--- src/rtl/fifo_rd_stream.sv ---
// fifo_rd_stream: read-side drain stage for the synchronous FIFO.
// Issues fifo_rd_en only when a buffer slot is guaranteed for the returning
// word. Captures fifo_data RD_LAT cycles later into a small skid buffer and
// presents the buffer head as a valid/ready stream.
// Buffer depth is RD_LAT+1, so one word per cycle can be sustained while
// reads are still in flight.
module fifo_rd_stream #(
    parameter int DATA_W = 4,
    parameter int RD_LAT = 1     // legal values: 1 or 2
) (
    input  logic              clk,
    input  logic              rst_a,       // asynchronous, active low
    input  logic              flush,
    input  logic              fifo_empty,
    input  logic [DATA_W-1:0] fifo_data,
    output logic              fifo_rd_en,
    output logic              m_valid,
    output logic [DATA_W-1:0] m_data,
    input  logic              m_ready,
    output logic              idle
);

    // Skid buffer depth: one slot per in-flight read plus one for the head.
    localparam int BUF_D = RD_LAT + 1;
    localparam int IDX_W = (BUF_D > 1) ? $clog2(BUF_D) : 1;
    localparam int OCC_W = $clog2(BUF_D + 1);
    localparam int INF_W = $clog2(RD_LAT + 1);
    // Wide enough for occ + infl without wrap.
    localparam int SUM_W = $clog2(BUF_D + RD_LAT + 1);

    // ------------------------------------------------------------------
    // State
    // ------------------------------------------------------------------
    logic [DATA_W-1:0] r_buf [BUF_D];
    logic [IDX_W-1:0]  r_wr_idx;
    logic [IDX_W-1:0]  r_rd_idx;
    logic [OCC_W-1:0]  r_occ;
    logic [RD_LAT-1:0] r_pend;      // bit k set: a read issued k+1 edges ago

    // ------------------------------------------------------------------
    // Combinational helpers
    // ------------------------------------------------------------------
    logic              w_valid;
    logic              w_pop;
    logic              w_capture;
    logic [INF_W-1:0]  w_infl;
    logic [SUM_W-1:0]  w_sum;
    logic              w_rd_en;
    logic [BUF_D-1:0]  w_buf_we;
    logic [IDX_W-1:0]  w_wr_idx_inc;
    logic [IDX_W-1:0]  w_rd_idx_inc;

    // Circular index increment, wrapping modulo BUF_D.
    function automatic logic [IDX_W-1:0] idx_inc(input logic [IDX_W-1:0] v);
        logic [IDX_W-1:0] res;
        if (v == IDX_W'(BUF_D - 1)) begin
            res = '0;
        end else begin
            res = v + IDX_W'(1);
        end
        return res;
    endfunction

    assign w_valid      = (r_occ != '0);
    assign w_pop        = w_valid & m_ready;
    assign w_capture    = r_pend[RD_LAT-1];
    assign w_wr_idx_inc = idx_inc(r_wr_idx);
    assign w_rd_idx_inc = idx_inc(r_rd_idx);

    // Population count of the in-flight read markers.
    always_comb begin
        w_infl = '0;
        for (int k = 0; k < RD_LAT; k++) begin
            w_infl = w_infl + INF_W'(r_pend[k]);
        end
    end

    // Slots committed after this edge if the head leaves now; a read may
    // issue only when that leaves room for one more word. Gated by rst_a so
    // that no read issues while the block is held in reset.
    always_comb begin
        w_sum   = SUM_W'(r_occ) + SUM_W'(w_infl) - SUM_W'(w_pop);
        w_rd_en = rst_a & ~fifo_empty & ~flush & (w_sum < SUM_W'(BUF_D));
    end

    // Per-entry write enables: the capture lands at the tail slot only.
    genvar gi;
    generate
        for (gi = 0; gi < BUF_D; gi++) begin : g_we
            assign w_buf_we[gi] = w_capture & ~flush & (r_wr_idx == IDX_W'(gi));
        end
    endgenerate

    // ------------------------------------------------------------------
    // Sequential logic
    // ------------------------------------------------------------------

    // Skid buffer storage: written at the tail on capture, cleared on reset.
    always_ff @(posedge clk or negedge rst_a) begin
        if (!rst_a) begin
            for (int k = 0; k < BUF_D; k++) begin
                r_buf[k] <= '0;
            end
        end else begin
            for (int k = 0; k < BUF_D; k++) begin
                if (w_buf_we[k]) begin
                    r_buf[k] <= fifo_data;
                end
            end
        end
    end

    // Indices and occupancy; flush discards all buffered words.
    always_ff @(posedge clk or negedge rst_a) begin
        if (!rst_a) begin
            r_wr_idx <= '0;
            r_rd_idx <= '0;
            r_occ    <= '0;
        end else if (flush) begin
            r_wr_idx <= '0;
            r_rd_idx <= '0;
            r_occ    <= '0;
        end else begin
            if (w_capture) begin
                r_wr_idx <= w_wr_idx_inc;
            end
            if (w_pop) begin
                r_rd_idx <= w_rd_idx_inc;
            end
            // Capture and pop together leave occupancy unchanged.
            case ({w_capture, w_pop})
                2'b10:   r_occ <= r_occ + OCC_W'(1);
                2'b01:   r_occ <= r_occ - OCC_W'(1);
                default: r_occ <= r_occ;
            endcase
        end
    end

    // In-flight read tracker; clearing it on flush drops returning words.
    generate
        if (RD_LAT == 1) begin : g_pend1
            always_ff @(posedge clk or negedge rst_a) begin
                if (!rst_a) begin
                    r_pend <= '0;
                end else if (flush) begin
                    r_pend <= '0;
                end else begin
                    r_pend <= w_rd_en;
                end
            end
        end else begin : g_pendn
            always_ff @(posedge clk or negedge rst_a) begin
                if (!rst_a) begin
                    r_pend <= '0;
                end else if (flush) begin
                    r_pend <= '0;
                end else begin
                    r_pend <= {r_pend[RD_LAT-2:0], w_rd_en};
                end
            end
        end
    endgenerate

    // ------------------------------------------------------------------
    // Outputs
    // ------------------------------------------------------------------
    assign fifo_rd_en = w_rd_en;
    assign m_valid    = w_valid;
    assign m_data     = r_buf[r_rd_idx];
    assign idle       = (r_occ == '0) & (w_infl == '0);

endmodule

--- config.mk ---
export PLATFORM = sky130hd
export DESIGN_NAME = fifo_rd_stream
export DESIGN_NICKNAME = d
export VERILOG_FILES = /design/src/rtl/fifo_rd_stream.sv
export SDC_FILE = /design/constraint.sdc
export NUM_CORES = 1
export LEC_CHECK = 0
export BUFFER_PORTS_ARGS = -buffer_cell sky130_fd_sc_hd__buf_2
export CAP_MARGIN = 25
export CORE_UTILIZATION = 45
export DETAILED_ROUTE_END_ITERATION = 6
export PLACE_DENSITY_LB_ADDON = 0.12
export SLEW_MARGIN = 10
export SYNTH_ARGS = -nofsm -noshare
export SYNTH_HDL_FRONTEND = slang
export SYNTH_SLANG_ARGS = --single-unit
--- constraint.sdc ---
create_clock -name clk -period 1.5 [get_ports clk]
set_input_delay 0.15 -clock clk [delete_from_list [all_inputs] [get_ports clk]]
set_output_delay 0.15 -clock clk [all_outputs]
set_load 0.1 [all_outputs]
* Word-level counts from Yosys, hierarchy flattened
Cells that the tools add are included.
** Cells by class
- Magnitude comparators :: 2
- Bitwise logic cells :: 13
- Multiplexer cells :: 12
- Equal/unequal tests :: 2
- Reductions and logical operators :: 5
- $add $sub $neg :: 6
** Operators by type and width (count)
- 4-bit two-way mux :: 3
- 1-bit AND :: 8
- 1-bit two-way mux :: 7
- 2-bit nonzero test :: 3
- 1-bit inverter :: 4
- 2-bit case mux with 2 select lines :: 1
- 3-bit nonzero test :: 1
- 1-bit adder (second input constant) :: 2
- 2-bit by 1-bit adder with 2-bit output :: 1
- 2-bit by 1-bit adder with 2-bit output (second input constant) :: 1
- 2-bit by 1-bit equality test with 1-bit output (second input constant) :: 1
- 2-bit equality test (second input constant) :: 1
- 2-bit greater-or-equal comparator (second input constant) :: 1
- 2-bit logical NOT :: 1
- 2-bit less-than comparator (second input constant) :: 1
- 2-bit two-way mux :: 1
- 1-bit inverter with 2-bit output :: 1
- 2-bit by 1-bit subtractor with 2-bit output :: 1
- 2-bit by 1-bit subtractor with 2-bit output (second input constant) :: 1
** Word-level totals
- Word-level logic and storage cells :: 46
- Bits in registers :: 13
- Output and inout port bits :: 7

* Depth between registers and ports, before layout
Gate-level depths: netlist of run 1.
- Word-level depth :: 6
- Depth in mapped cells :: 5
- Gate-level depth less buffers :: 5

* Least setup slack after synthesis of run 1
OpenSTA, ideal clock, no wires.
- Path kind :: reg-to-output
- From :: register r_occ[0]
- To :: output idle
- Stages on the path, launching flop included :: 3
- Path slack :: -0.949 ns
- Arrival time :: 2.299 ns
- Path buffers :: 0
- Cells stage by stage :: dfrtp_1 -> or2_2 -> nor2_1
** Between the ends
- Cells in the longest elaborated chain, start to end :: 2
** Ends and longest elaborated chain
- from (decl) :: line 37 : logic [OCC_W-1:0] r_occ;
- from (signal assigned) :: line 132 : 2'b10: r_occ <= r_occ + OCC_W'(1);
- from (signal assigned) :: line 133 : 2'b01: r_occ <= r_occ - OCC_W'(1);
- from (signal assigned) :: line 134 : default: r_occ <= r_occ;
- 2-bit logical NOT :: line 170 : assign idle = (r_occ == '0) & (w_infl == '0);
- 1-bit AND :: line 170
- to (decl) :: line 20 : output logic idle
Every way passes these cells.

* Final worst setup path of run 1
- From :: register r_occ[0]
- To :: output fifo_rd_en
** Between the ends
- Cells in the longest elaborated chain, start to end :: 5
- Elaborated cells between the ends (all ways) :: 6
** Ends and longest elaborated chain
- branches (longest 2 deep; another with 2-bit by 1-bit adder with 2-bit output)
- 2-bit by 1-bit subtractor with 2-bit output (*) :: line 82 : w_sum = SUM_W'(r_occ) + SUM_W'(w_infl) - SUM_W'(w_pop);
- 2-bit less-than comparator (*) :: line 83 : w_rd_en = rst_a & ~fifo_empty & ~flush & (w_sum < SUM_W'(BUF_D));
- 1-bit AND (*) :: line 83
- to (decl) :: line 16 : output logic fifo_rd_en,
Every way passes the cells marked *.

==> results of run 1 <==
## kinds of logic after synthesis
| kind of cell | after synthesis | synth area share |
|---|---|---|
| xor gates and xnor gates | 3 | 0.0393 |
| adders and majority gates | 1 | 0.0187 |
| AOI/OAI and AO/OA | 9 | 0.0879 |
| muxes | 12 | 0.202 |
| and+or+nand+nor | 15 | 0.161 |
| DFF | 13 | 0.486 |
| buffers and inverters | 1 | 0.00560 |
## worst max path at each step
stage | startpoint | end | cells past startpoint
finish | r_occ[0] | fifo_rd_en | 6
global route | r_occ[0] | fifo_rd_en | 6
CTS | r_occ[1] | fifo_rd_en | 6
detailed placement | r_occ[0] | fifo_rd_en | 6
global placement | r_occ[0] | fifo_rd_en | 6
floorplan | r_occ[0] | fifo_rd_en | 5
## stage by stage
step	TNS (ns)	cells
floorplan	-0.506	54
global placement	-0.290	92
detailed placement	-0.445	92
CTS	-0.749	98
global route	-1.05	99
finish	-0.895	99
## per-layer routing
| metal | up-vias | wire [µm] | GRT usage |
|---|---|---|---|
| met3 | 0 | 89 | 0.0833 |
| met5 | - | 0 | 0 |
| met1 | 265 | 696 | 0.288 |
| met4 | 0 | 0 | 0.0750 |
| li1 | 257 | - | - |
| met2 | 26 | 779 | 0.294 |
## flip-flops by register name, summed over array words and instances, names as in the netlist
signal,cells
r_buf,8
r_occ,2
r_pend,1
r_rd_idx,1
r_wr_idx,1
## timing repair
item	4_1_cts	5_1_grt
setup buffers	2	1
endpoints found under the setup margin	4	7
hold endpoints to repair	13	0
pin swaps	4	3
resized for setup	8	5
hold buffers	1	0
## placed cells by master, fill, tap and decap left out, types with 2 or more instances in the layout
cell,count
a21oi_1,2
buf_12,7
o21ai_0,2
buf_2,8
buf_6,3
mux2_2,12
nor2_1,2
and3b_1,2
clkbuf_4,3
buf_4,7
dfrtp_1,12
nand3b_1,2
## power by group
part	internal [mW]	switching, mW
clock	0.103	0.117
sequential	0.400	0.0271
combinational	0.250	0.359
total	0.753	0.503
## worst max-delay path: stages, from the launching register on
cell	delay, ns
dfrtp_1	0.40
o21ai_2	0.23
ha_4	0.24
buf_6	0.12
xnor2_4	0.14
o311a_4	0.32
buf_12	0.17
## final cells by class
class / count / area, µm² / area share
Multi-Input combinational cell: 40 / 403 / 0.382
Clock buffer: 4 / 26.3 / 0.0249
Timing Repair Buffer: 26 / 277 / 0.262
Inverter: 1 / 3.75 / 0.00356
Tap cell: 15 / 18.8 / 0.0178
Sequential cell: 13 / 327 / 0.310
## cells in the mapped netlist, types with 2 or more instances
| library cell | number | area [µm²] |
|---|---|---|
| dfrtp_1 | 13 | 325 |
| nor2_1 | 3 | 11.3 |
| o21ai_0 | 3 | 15.0 |
| xnor2_1 | 2 | 17.5 |
| nand3b_1 | 2 | 15.0 |
| o311a_1 | 2 | 20.0 |
| a21oi_1 | 2 | 10.0 |
| and3b_1 | 2 | 17.5 |
| mux2_2 | 12 | 135 |
==> results.toml, run 1 <==
[sta]
timing_worst_slew_pin_value_ns = 0.361
setup_ws_ns = -0.551
rsz0062_at_grt = "yes"
hold_violations = 0
fin_hold_ws_ns = 0.111
fmax_mhz = 488
slew_headroom = 0.759
setup_viol = 3
skew_ns = 0.00916
maxSlewViolCount = 0
finalCriticalPeriod_ns = 2.05
min_period_over_period = 1.37

[floorplan]
die_height_um = 40.6
coreArea_um2 = 1350
rows = 13
die-area_um2 = 1650
num_io_pins = 16
die_w_um = 40.6
initial_core_util = 0.496

[setup_path]
rrSetupSlack_ns = -0.32
r2r_cells = 7
arrival_ns = 1.90
end_kind = "output pin"
crit_type = "flip-flop to output pin"
worstReg2RegEnd = "r_pend"
crit-reg2reg-launch = "r_occ[0]"
required_ns = 1.35
crit_fanout = 3
worstSetupStartpointType = "flip-flop"

[clocking]
clock_sinks = 13
clk_pin_slew_worst_paths_ns = 0.09
cts_tree = "built"
cts_buffer_depth = 2
cts_buffers = 3
clockRootBuffer = "clkbuf_4"
htreeDepth = 1
clock_latency_ns = 0.28

[final_layout]
layout.nets = 95
fillers = 92
final_area_um2 = 1050
areaGrowthSynthToFinish_pct = 57.6
layout-drive-gt1-share = 0.595
postLayoutCoreUtil = 0.781
diodes = 0

[synth]
async_flop_share = 1.00
synth_cells = 54
ys_seq_area_frac = 0.486
synth-edff-count = 0
syn_area_um2 = 669
synth_seq_cells = 13
ys_warn_count = 0
yosysUniqueCellTypes = 22
synth_fp_nets = 64
syn_avg_cell_area_um2 = 12.4
ys.flop_type = "dfrtp_1"

[pwr]
leakage_nw = 0.474
ir_worst_vdd_uv = 1310
power_density_nw_per_um2 = 1190
fin_total_pwr_mw = 1.26

[drt]
dr_total_vias = 548
drcViolationCount = 0
drt_first_pass_iters = 4
drt-initial-drc-count = 14
routedWlPerCell_um = 15.8
routed_via_density = 5.54
wl_um = 1570
ant_nets = 0

[placed_design]
post-place-ws_ns = -0.287
post_dp_cell_area_um2 = 936
portBuffers = 15
hpwl_um = 1040
gp_routability_congestion = 0.724

[global_route]
grt_pass1_wl_um = 2130
grt_usage = 0.209
antenna_found_initial = 0
grt_max_degree = 14
grt_pass1_vias = 503
grt-ovfl-total = 0

[min_path]
hold_path_class = "input port to flip-flop"
holdPathEnd = "r_buf[2]"
hp-start = "fifo_data[2]"
holdPathStages = 2

[run_status]
violations = "negative setup slack"
outcome = "finished with violations"

[run]
drv_cap = 0
Power figures use the tool's default switching activity.
==> inputs of run 2 (changes only) <==
Settings changed: PLACE_DENSITY from default to 0.75, PLACE_DENSITY_LB_ADDON 0.12 to default, REMOVE_ABC_BUFFERS from default to 1.
==> results.toml, run 2 (synthesis results as in run 1) <==
[run_status]
outcome = "finished with violations"
violations = "negative setup slack"

[drt]
dr_total_vias = 553
wl_um = 1730
drt-initial-drc-count = 3
ant_nets = 0
routedWlPerCell_um = 16.6
routed_via_density = 5.32
drcViolationCount = 0
drt_first_pass_iters = 3

[setup_path]
cpMostUsedCell = "buf_6"
end_kind = "flip-flop"
crit_fanout = 3
crit_type = "flip-flop to flip-flop"
worstSetupStartpointType = "flip-flop"
cpPeakStageDelay_ns = 0.41
arrival_ns = 2.20
slowest_stage = "dfrtp_1"
required_ns = 1.71
crit_chain = "o21ai_4, ha_4, nand2b_4, a31oi_4, buf_4, buf_6, buf_6, buf_6, buf_6, buf_6, buf_6, o311a_1"

[sta]
fmax_mhz = 502
rsz0062_at_grt = "yes"
finalCriticalPeriod_ns = 1.99
setup_viol = 3
fin_hold_ws_ns = 0.128
timing_worst_slew_pin_value_ns = 0.287
slew_headroom = 0.809
setup_ws_ns = -0.493
hold_violations = 0
min_period_over_period = 1.33
maxSlewViolCount = 0
tns_ns = -1.08
skew_ns = 0.00110

[final_layout]
areaGrowthSynthToFinish_pct = 65.4
final_common_cell = "dfrtp_1"
finalNonFillerCells = 104
final_cell_mix = "dfrtp_1, mux2_2, buf_4, buf_2, buf_12"
top_register = "r_buf"
layout-drive-gt1-share = 0.607
postLayoutCoreUtil = 0.820
layout.nets = 100
final_area_um2 = 1110
fillers = 82
largestRegisters = "r_buf: 8 flops, r_occ: 2 flops"
diodes = 0
largest_reg_flops = 8

[placed_design]
portBuffers = 15
post-place-ws_ns = -0.352
dp_cells = 92
hpwl_um = 1140
gp_routability_congestion = 0.835
post_dp_cell_area_um2 = 913

[pwr]
leakage_nw = 0.508
ir_worst_vdd_uv = 830
fin_total_pwr_mw = 1.24
power_density_nw_per_um2 = 1120

[floorplan]
rows = 13
initial_core_util = 0.496
die_height_um = 40.6
die_w_um = 40.6
coreArea_um2 = 1350
die-area_um2 = 1650
num_io_pins = 16

[global_route]
grt-ovfl-total = 0
grt_pass1_vias = 538
grt_max_degree = 14
antenna_found_initial = 0
grt_usage = 0.268
grt_pass1_wl_um = 2660

[clocking]
clockRootBuffer = "clkbuf_4"
cts_buffers = 3
clock_sinks = 13
htreeDepth = 1
clk_pin_slew_worst_paths_ns = 0.07
cts_tree = "built"
cts_buffer_depth = 2
clock_latency_ns = 0.27

[min_path]
hold_path_class = "input port to flip-flop"

[run]
drv_cap = 0
## run 2: per-layer routing
metal | track usage | vias to the layer above | routed length (µm)
li1 | - | 271 | -
met1 | 0.311 | 253 | 731
met2 | 0.405 | 19 | 829
met3 | 0.111 | 10 | 102
met4 | 0.167 | 0 | 65
met5 | 0 | - | 0
## run 2: worst paths after layout
check	startpoint	end	slack, ns	cells after the start
setup / recovery	r_occ[0]	r_pend	-0.49	12
hold / removal	fifo_data[0]	r_buf[4]	0.13	2
setup reg to reg	r_occ[0]	r_pend	-0.49	12
hold reg to reg	r_buf[2]	r_buf[2]	0.51	1
max in group asynchronous	rst_a	r_buf[5]	0.98	3
min in group asynchronous	rst_a	r_occ[0]	0.37	3
## run 2: worst max-delay path, delay by kind of cell, from the launching register on
family / cells / cell delay (ns)
AOI/OAI and AO/OA: 3 / 0.50
DFF: 1 / 0.41
adders and majority gates: 1 / 0.24
buffers and inverters: 7 / 0.64
and+or+nand+nor: 1 / 0.15
## run 2: report_power, final
group | switching, mW | total, mW | internal [mW]
Sequential | 0.0288 | 0.429 | 0.400
Combinational | 0.362 | 0.609 | 0.248
Clock | 0.100 | 0.203 | 0.103
Total | 0.491 | 1.24 | 0.751
## run 2: final cells by class
cell class | count | area (µm²) | share of cell area
multi-input cells | 40 | 408 | 0.368
flip-flops and latches | 13 | 325 | 0.294
repair buffers | 31 | 325 | 0.294
clock buffers | 4 | 26.3 | 0.0237
well taps | 15 | 18.8 | 0.0169
inverters | 1 | 3.75 | 0.00339
## run 2: what timing repair did
item,4_1_cts,5_1_grt
endpoints found under the setup margin,4,12
pin swaps,6,1
buffers inserted,13,0
cloned,0,0
resized for setup,17,5
hold endpoints to repair,13,0
hold buffers,1,0
==> inputs of run 3 (changes only) <==
Settings changed: CORE_UTILIZATION 45 to 50, PLACE_DENSITY 0.75 to 0.78.
Clock period 1.5 ns to 2 ns, I/O delays scaled along.
==> results.toml, run 3 (synthesis results as in run 1) <==
[final_layout]
largestRegisters = "r_buf: 8 flops, r_occ: 2 flops"
areaGrowthSynthToFinish_pct = 44.3
seq_area_um2 = 325
postLayoutCoreUtil = 0.825
layout-drive-gt1-share = 0.598
finalNonFillerCells = 101
final_cell_mix = "buf_2, buf_4, dfrtp_1, mux2_2"
multi_input_area_um2 = 395
largest_reg_flops = 8
fillers = 72
top_register = "r_buf"
diodes = 0
layout.nets = 98
final_common_cell = "buf_2"

[pwr]
leakage_nw = 0.462
fin_total_pwr_mw = 0.823
power_density_nw_per_um2 = 852
ir_worst_vdd_uv = 867

[sta]
min_period_over_period = 1.02
slew_headroom = 0.678
setup_viol = 2
finalCriticalPeriod_ns = 2.04
hold_violations = 0
timing_worst_slew_pin_value_ns = 0.486
setup_ws_ns = -0.0438
fmax_mhz = 489
skew_ns = 0.00739
rsz0062_at_grt = "yes"
maxSlewViolCount = 0

[drt]
drt-initial-drc-count = 19
routed_via_density = 5.59
drt_first_pass_iters = 4
dr_total_vias = 565
ant_nets = 0
wl_um = 1600
routedWlPerCell_um = 15.8
drcViolationCount = 0

[clocking]
clk_pin_slew_worst_paths_ns = 0.08
cts_tree = "built"
clock_latency_ns = 0.27
cts_buffers = 3
clock_sinks = 13
clockRootBuffer = "clkbuf_4"
htreeDepth = 1
cts_buffer_depth = 2

[global_route]
met2_usage = 0.425
met1_usage = 0.337
grt_max_degree = 14
grt_usage = 0.261
grt_pass1_vias = 526
grt-ovfl-total = 0
grt.met3_usage = 0.0867
antenna_found_initial = 0
top_usage_layer = "met2"
grt_pass1_wl_um = 2470

[run]
drv_cap = 0

[min_path]
hold_path_class = "input port to flip-flop"

[setup_path]
cp_num_buf_inv = 3
end_kind = "output pin"
cpPeakStageDelay_ns = 0.52
crit_fanout = 2
required_ns = 1.80
crit_chain = "dlygate4sd3_1, buf_2, or3b_1, a31oi_4, o311a_4, buf_12"
cp_top_family = "buffers and inverters"
slowest_stage = "dlygate4sd3_1"
arrival_ns = 1.84
crit_type = "input port to output pin"
worstSetupStartpointType = "input port"

[floorplan]
die_w_um = 38.6
die-area_um2 = 1490
rows = 12
die_height_um = 38.6
num_io_pins = 16
initial_core_util = 0.572
coreArea_um2 = 1170

[run_status]
violations = "negative setup slack"
outcome = "finished with violations"

[placed_design]
dp_cells = 88
gp_routability_congestion = 0.889
hpwl_um = 960
portBuffers = 15
-- run 3: routing by layer --
| metal | part of all wire | up-vias | routed length (µm) |
|---|---|---|---|
| li1 | - | 266 | - |
| met1 | 0.44 | 277 | 695 |
| met2 | 0.51 | 20 | 817 |
| met3 | 0.048 | 2 | 77 |
| met4 | 0.0025 | 0 | 4 |
| met5 | 0 | - | 0 |
-- run 3: metrics by stage --
stage / setup TNS (ns) / setup WS (ns) / hold slack, ns / area (µm²)
after floorplan: -0.844 / -0.499 / -0.0956 / 669
after global placement: 0 / 0.178 / 0.144 / 815
after detailed placement: 0 / 0.0966 / 0.159 / 815
after CTS: -0.00202 / -0.00202 / 0.161 / 953
after global routing: -0.220 / -0.121 / 0.167 / 966
final: -0.0816 / -0.0438 / 0.170 / 966
-- run 3: path summary, 6_finish.rpt --
kind	start	end	slack, ns	cells past startpoint
setup / recovery	rst_a	fifo_rd_en	-0.04	6
hold / removal	fifo_data[0]	r_buf[0]	0.17	2
setup reg to reg	r_occ[0]	r_pend	-0.03	12
hold reg to reg	r_buf[6]	r_buf[6]	0.51	1
max in group asynchronous	rst_a	r_buf[6]	1.43	3
min in group asynchronous	rst_a	r_buf[4]	0.41	3
-- run 3: power breakdown --
group	switching [mW]	internal, mW
clock network	0.0781	0.0773
registers	0.0198	0.300
logic	0.251	0.0971
total	0.349	0.475
-- run 3: cell type report --
cell class | instances | area share
Clock buffer | 4 | 0.0272
Multi-Input combinational cell | 40 | 0.409
Tap cell | 14 | 0.0181
Inverter | 1 | 0.00389
Timing Repair Buffer | 29 | 0.205
Sequential cell | 13 | 0.337
-- run 3: what timing repair did --
action,4_1_cts,5_1_grt
setup buffers,8,0
endpoints found under the hold margin,13,0
hold buffers,1,0
resized for setup,7,1
endpoints found under the setup margin,1,2
pin swaps,5,2
